`src/rtl/servo_pkg.sv`:
```
// Shared servo definitions: duty-code range used by the PWM controllers and
// the pulse decoder state encoding.
package servo_pkg;

   localparam int DUTY_W   = 7;
   localparam int DUTY_MAX = 100;

   localparam int SCALE_SHIFT = 16;

   typedef enum logic [1:0] {
      ARM       = 2'd0,
      WAIT_RISE = 2'd1,
      MEASURE   = 2'd2
   } dec_state_t;

   // Fixed-point reciprocal used to turn step counts into 0..DUTY_MAX codes.
   function automatic int scale_mult(input int span);
      return (DUTY_MAX * (1 << SCALE_SHIFT) + span / 2) / span;
   endfunction

endpackage

```
`src/rtl/servo_input_sync.sv`:
```
// Synchronizer, optional glitch filter (SERVO_DEC_GLITCH_FILTER_EN) and
// registered edge detect for an asynchronous pulse input.
module servo_input_sync #(
   parameter int SYNC_STAGES = 2,
   parameter int FILTER_LEN  = 4
) (
   input  logic clk,
   input  logic reset,
   input  logic din,
   output logic level,
   output logic rise,
   output logic fall
);

   localparam int NS = (SYNC_STAGES < 2) ? 2 : SYNC_STAGES;

   logic [NS-1:0] sync_q;
   logic          src;
   logic          lvl_q;
   logic          prev_q;
   logic          rise_q;
   logic          fall_q;

   // Everything resets high so a pulse already in progress at reset release
   // never produces a rising edge.
   always_ff @(posedge clk or negedge reset) begin
      if (!reset) begin
         sync_q <= '1;
      end else begin
         sync_q <= {sync_q[NS-2:0], din};
      end
   end

`ifdef SERVO_DEC_GLITCH_FILTER_EN
   localparam int FL   = (FILTER_LEN < 1) ? 1 : FILTER_LEN;
   localparam int FC_W = (FL > 1) ? $clog2(FL) : 1;

   logic            filt_q;
   logic [FC_W-1:0] filt_cnt;

   always_ff @(posedge clk or negedge reset) begin
      if (!reset) begin
         filt_q   <= 1'b1;
         filt_cnt <= '0;
      end else if (sync_q[NS-1] == filt_q) begin
         filt_cnt <= '0;
      end else if (filt_cnt == FC_W'(FL - 1)) begin
         filt_q   <= sync_q[NS-1];
         filt_cnt <= '0;
      end else begin
         filt_cnt <= filt_cnt + 1'b1;
      end
   end

   assign src = filt_q;
`else
   assign src = sync_q[NS-1];
`endif

   always_ff @(posedge clk or negedge reset) begin
      if (!reset) begin
         lvl_q  <= 1'b1;
         prev_q <= 1'b1;
         rise_q <= 1'b0;
         fall_q <= 1'b0;
      end else begin
         lvl_q  <= src;
         prev_q <= lvl_q;
         rise_q <= lvl_q & ~prev_q;
         fall_q <= ~lvl_q & prev_q;
      end
   end

   assign level = prev_q;
   assign rise  = rise_q;
   assign fall  = fall_q;

endmodule

```
`src/rtl/servo_pulse_decoder.sv`:
```
// Measures servo pulse high time and converts it to a 0..100 duty code.
// Optional input glitch filter: define SERVO_DEC_GLITCH_FILTER_EN.
//
// state     | meaning
// ARM       | wait for a low input so a partial pulse is never measured
// WAIT_RISE | idle between pulses, timeout counter running
// MEASURE   | counting high-time steps until the falling edge
module servo_pulse_decoder
   import servo_pkg::*;
#(
   parameter int CLKS_PER_STEP  = 1000,
   parameter int MIN_STEPS      = 100,
   parameter int SPAN_STEPS     = 100,
   parameter int MAX_HIGH_STEPS = 250,
   parameter int TIMEOUT_STEPS  = 2500,
   parameter int SYNC_STAGES    = 2,
   parameter int FILTER_LEN     = 4
) (
   input  logic              clk,
   input  logic              reset,
   input  logic              servo_in,
   output logic [DUTY_W-1:0] duty_cycle,
   output logic              duty_valid,
   output logic              signal_lost,
   output logic              pulse_error
);

   localparam int PRE_W = (CLKS_PER_STEP > 1) ? $clog2(CLKS_PER_STEP) : 1;
   localparam int HS_W  = $clog2(MAX_HIGH_STEPS + 2);
   localparam int D_W   = HS_W + 2;
   localparam int TO_W  = $clog2(TIMEOUT_STEPS + 1);
   localparam int MULT  = scale_mult(SPAN_STEPS);

   localparam logic [PRE_W-1:0] PRE_LAST = PRE_W'(CLKS_PER_STEP - 1);
   localparam logic [HS_W-1:0]  HS_LIMIT = HS_W'(MAX_HIGH_STEPS);
   localparam logic [TO_W-1:0]  TO_LAST  = TO_W'(TIMEOUT_STEPS - 1);
   localparam logic [TO_W-1:0]  TO_FULL  = TO_W'(TIMEOUT_STEPS);

   logic              level;
   logic              rise;
   logic              fall;
   logic [PRE_W-1:0]  pre_cnt;
   logic              step_tick;
   logic [HS_W-1:0]   high_steps;
   logic [HS_W:0]     hs_eff;
   logic [TO_W-1:0]   to_cnt;
   logic              to_hit;
   logic [DUTY_W-1:0] new_code;
   logic              over_limit;
   dec_state_t        state;
   dec_state_t        state_nxt;
   logic              meas_done;
   logic              meas_err;
   logic              clear_steps;
   logic              count_steps;

   servo_input_sync #(
      .SYNC_STAGES (SYNC_STAGES),
      .FILTER_LEN  (FILTER_LEN)
   ) u_sync (
      .clk   (clk),
      .reset (reset),
      .din   (servo_in),
      .level (level),
      .rise  (rise),
      .fall  (fall)
   );

   // d = steps - MIN with a sign guard bit; clamp, then scale to 0..DUTY_MAX.
   function automatic logic [DUTY_W-1:0] steps_to_code(input logic [HS_W:0] hs);
      logic signed [D_W-1:0] d;
      int                    dv;
      logic [DUTY_W-1:0]     code;
      d  = $signed({1'b0, hs}) - $signed(D_W'(MIN_STEPS));
      dv = int'(d);
      if (dv <= 0) begin
         code = '0;
      end else if (dv >= SPAN_STEPS) begin
         code = DUTY_W'(DUTY_MAX);
      end else if (SPAN_STEPS == DUTY_MAX) begin
         code = DUTY_W'(dv);
      end else begin
         code = DUTY_W'((dv * MULT) >>> SCALE_SHIFT);
      end
      return code;
   endfunction

   // Prescaler realigns to the pulse start so step boundaries track the rise.
   always_ff @(posedge clk or negedge reset) begin
      if (!reset) begin
         pre_cnt <= '0;
      end else if (rise || pre_cnt == PRE_LAST) begin
         pre_cnt <= '0;
      end else begin
         pre_cnt <= pre_cnt + 1'b1;
      end
   end

   assign step_tick  = (pre_cnt == PRE_LAST);
   assign over_limit = step_tick && (high_steps >= HS_LIMIT);
   assign hs_eff     = {1'b0, high_steps} + (HS_W + 1)'(step_tick);
   assign new_code   = steps_to_code(hs_eff);

   always_ff @(posedge clk or negedge reset) begin
      if (!reset) begin
         state <= ARM;
      end else begin
         state <= state_nxt;
      end
   end

   always_comb begin
      state_nxt = state;
      case (state)
         ARM: begin
            if (!level) state_nxt = WAIT_RISE;
         end
         WAIT_RISE: begin
            if (rise) state_nxt = MEASURE;
         end
         MEASURE: begin
            if (over_limit) begin
               state_nxt = ARM;
            end else if (fall) begin
               state_nxt = WAIT_RISE;
            end
         end
         default: state_nxt = ARM;
      endcase
   end

   always_comb begin
      meas_done   = 1'b0;
      meas_err    = 1'b0;
      clear_steps = 1'b0;
      count_steps = 1'b0;
      case (state)
         WAIT_RISE: clear_steps = rise;
         MEASURE: begin
            meas_err    = over_limit;
            meas_done   = fall && !over_limit;
            count_steps = step_tick && !over_limit;
         end
         default: ;
      endcase
   end

   always_ff @(posedge clk or negedge reset) begin
      if (!reset) begin
         high_steps <= '0;
      end else if (clear_steps) begin
         high_steps <= '0;
      end else if (count_steps) begin
         high_steps <= high_steps + 1'b1;
      end
   end

   // Steps since the most recent rise, saturating at the timeout.
   always_ff @(posedge clk or negedge reset) begin
      if (!reset) begin
         to_cnt <= '0;
      end else if (rise) begin
         to_cnt <= '0;
      end else if (step_tick && to_cnt != TO_FULL) begin
         to_cnt <= to_cnt + 1'b1;
      end
   end

   assign to_hit = step_tick && !rise && (to_cnt == TO_LAST);

   always_ff @(posedge clk or negedge reset) begin
      if (!reset) begin
         duty_cycle  <= '0;
         duty_valid  <= 1'b0;
         pulse_error <= 1'b0;
         signal_lost <= 1'b1;
      end else begin
         duty_valid  <= meas_done;
         pulse_error <= meas_err;
         if (meas_done) begin
            duty_cycle <= new_code;
         end
         if (meas_done) begin
            signal_lost <= 1'b0;
         end else if (to_hit) begin
            signal_lost <= 1'b1;
         end
      end
   end

endmodule

```
`config.mk`:
```
export PLATFORM = sky130hd
export DESIGN_NAME = servo_pulse_decoder
export DESIGN_NICKNAME = d
export VERILOG_FILES = /design/src/rtl/servo_pkg.sv /design/src/rtl/servo_input_sync.sv /design/src/rtl/servo_pulse_decoder.sv
export SDC_FILE = /design/constraint.sdc
export NUM_CORES = 1
export LEC_CHECK = 0
export CAP_MARGIN = 40
export CORE_MARGIN = 2
export CORE_UTILIZATION = 50
export CTS_BUF_LIST = sky130_fd_sc_hd__clkbuf_2
export DETAILED_ROUTE_END_ITERATION = 16
export DONT_BUFFER_PORTS = 1
export PLACE_DENSITY_LB_ADDON = 0.25
export SLEW_MARGIN = 40
export SYNTH_ARGS = -nofsm -noshare
export SYNTH_HDL_FRONTEND = slang
export SYNTH_SLANG_ARGS = --single-unit
```
`constraint.sdc`:
```
create_clock -name clk -period 5.35 [get_ports clk]
set_clock_uncertainty 0.1 [all_clocks]
set_input_delay 0.8025 -clock clk [delete_from_list [all_inputs] [get_ports clk]]
set_output_delay 0.8025 -clock clk [all_outputs]
set_load 0.02 [all_outputs]
```
==> results.md <==
* Largest net degree at the start of global routing at 44
* CTS tree: done
* Mapped Cells at 279
* Final hold violation count at 0
* Worst setup path category: flip-flop to flip-flop
* Die X at 76.4 um
* Slew headroom at 58.7%
* DR vias at 1968
* Fin crit share at 61.7%
* Fin. max-slew vios at 0
* RSZ-0062 raised after global routing: false
* Most frequent cells in the layout: dfrtp_1, nor2_1, nand2_1, nand3_1, o21ai_0
* Die span in y at 76.4 um
* Crit path launch type: flip-flop
* Worst-path clk slew at 290 ps
* CP top delay family: compound AO/OA/AOI/OAI gates
* Tmin final at 3300 ps
* Multi-input combinational cell area at 1320 um2
* Iteration-0 DRC Markers at 188
* CTS root buf: clkbuf_2
* Crit path max-delay cell type: nor4_4
* Commonest non-fill, non-tap cell in the layout: dfrtp_1
* CTS Buf Count at 5
* Post-synth cell types at 49
* Setup repair bufs after CTS at 0
* Total grt overflow at 0
* IO Count at 13
* Register Area at 1210 um2
* H-tree depth at 2
* Worst-Skew Late Latency at 450 ps
* Diode count at 0
* Setup violators final at 0
* Worst Tran Pin Value at 619 ps
* IO buf count at 0
* Leak Pwr at 1.17 nW
* Main flop type after synthesis: dfrtp_1
* Routability cong. at 0.821
* Total nets after synthesis at 290
* Clock sink total at 48
* Sequential area share after synthesis at 46.1%
* Share of cells above drive strength 1 at 8.70%
* 1st-pass router iterations at 5
* Starting Density at 51.6%
* GR Util All Layers at 18.3%
* Worst Path Max Fanout at 11
* Detail Route Antenna Nets at 0
* Final WL at 4860 um
* Avg Cell Area, Syn at 9.39 um2
* Buf+Inv Stages, Crit Path at 0
* Die Area at 5840 um2
* VDD IR max at 0.122 mV
* Max-cap violation count at 0
* Arrival time at the worst endpoint at 3570 ps
* Via density at 5.69
* Max Clock Freq at 303 MHz
* Ys async rst share at 100%
* Mapped Area at 2620 um2
* First-pass GRT wire length at 8780 um
* Power Density at 253 nW/um2
* Nets at 286
* Warnings from Yosys at 0
* Core Util, Final at 54.3%
* Std cell rows at 26
* Initial antenna violation count at 0
* DP HPWL at 3280 um
* Clock buffer depth at 2
* Area grow syn2layout at 5.11%
* EDFF count, synth at 0
* Hold WC Path Type: input pin to asynchronous set/reset pin
* Final hold slack at 34.4 ps
* Setup TNS Final at 0 ps
* CP Capture Type: flip-flop
* Most used cell, CP: ha_1
* Fillers at 482
* Slowest Stage Delay on Critical Path at 520 ps
* Synth Register Bits at 48
* Outcome: finished, final reports clean
* Drt wl/cell at 14.0 um
* DR DRC count at 0
* Core Box Area at 5070 um2
* Post_cts resized at 0
* Cell Chain, Critical Path: ha_1 -> nand4b_2 -> nor4_4 -> ha_1 -> ha_1 -> nand2b_1 -> a21oi_1 -> o21ai_0 -> o21ai_0 -> a31oi_1
* Vias in the first global route at 1855
* CP Data Required Time at 5620 ps
* Overall Power at 0.697 mW
* Hold_buf cts at 1
[final timing paths]
| kind | start | to | slack [ps] | depth (start not counted) |
|---|---|---|---|---|
| min | reset | duty_cycle[0]$_DFFE_PN0P_ | 30 | 1 |
| max reg2reg | pre_cnt[0]$_DFF_PN0_ | duty_cycle[5]$_DFFE_PN0P_ | 2050 | 10 |
| min reg2reg | u_sync.sync_q[0]$_DFF_PN1_ | u_sync.sync_q[1]$_DFF_PN1_ | 270 | 0 |
| max | pre_cnt[0]$_DFF_PN0_ | duty_cycle[5]$_DFFE_PN0P_ | 2050 | 10 |
| min in group clk | servo_in | u_sync.sync_q[0]$_DFF_PN1_ | 250 | 0 |
| max in group asynchronous | reset | signal_lost$_DFFE_PN1P_ | 4540 | 1 |
[worst register-to-register path: cells and delay by family (launching register included)]
kind	cells	cell delay (ps)
compound gates	4	990
flops	1	450
fa+ha+maj	3	880
simple gates	3	860
[cells in the mapped netlist (8+ instances only)]
cell type  instances  share of area, %
a21oi_1           10               1.9
dfrtp_1           43                41
ha_1               8               3.8
inv_1              9               1.3
nand2_1           21               3.0
nand3_1           16               3.1
nor2_1            35               5.0
o21ai_0           15               2.9
xnor2_1           14               4.7
xor2_1            10               3.3
[registers in the layout (all words and copies together) (netlist names)]
signal         cells
to_cnt            12
pre_cnt           10
high_steps         8
duty_cycle         7
state              2
u_sync.sync_q      2
duty_valid         1
pulse_error        1
signal_lost        1
u_sync.fall        1
u_sync.level       1
u_sync.lvl_q       1
u_sync.rise        1
[kinds of logic after synthesis]
family | Yosys count | synth area share [%]
compound gates | 48 | 11.7
xor+xnor | 24 | 8.02
fa+ha+maj | 8 | 3.82
buf+inv | 22 | 3.39
flops | 48 | 46.1
mux | 2 | 0.812
simple gates | 127 | 26.1
[metal layers]
layer	global-route usage [%]	vias to the layer above	share of wire [%]
met4	7.09	0	1.5
met5	0	-	0
met2	28.6	41	44
met3	2.96	8	3.7
li1	-	980	-
met1	25.8	939	50
[per-stage QoR]
stage	worst slack (ps)	std cells	cell area, um2
after floorplan	2430	279	2620
after global placement	2240	336	2650
after detailed placement	2070	336	2650
after CTS	2000	345	2740
after global routing	1670	346	2750
final	2050	346	2750
[power by group]
group          leakage [nW]  internal [mW]  switching (mW)
clock network        0.0396         0.0805           0.124
logic                 0.495         0.0284          0.0334
registers             0.640          0.392          0.0391
[area by class of cell]
cell class | count | share of cell area (%)
multi-input cells | 209 | 48.1
flip-flops and latches | 48 | 43.8
well taps | 70 | 3.18
clock inverters | 3 | 1.68
inverters | 9 | 1.23
repair buffers | 2 | 1.09
clock buffers | 5 | 0.909
Power figures use the tool's default switching activity.
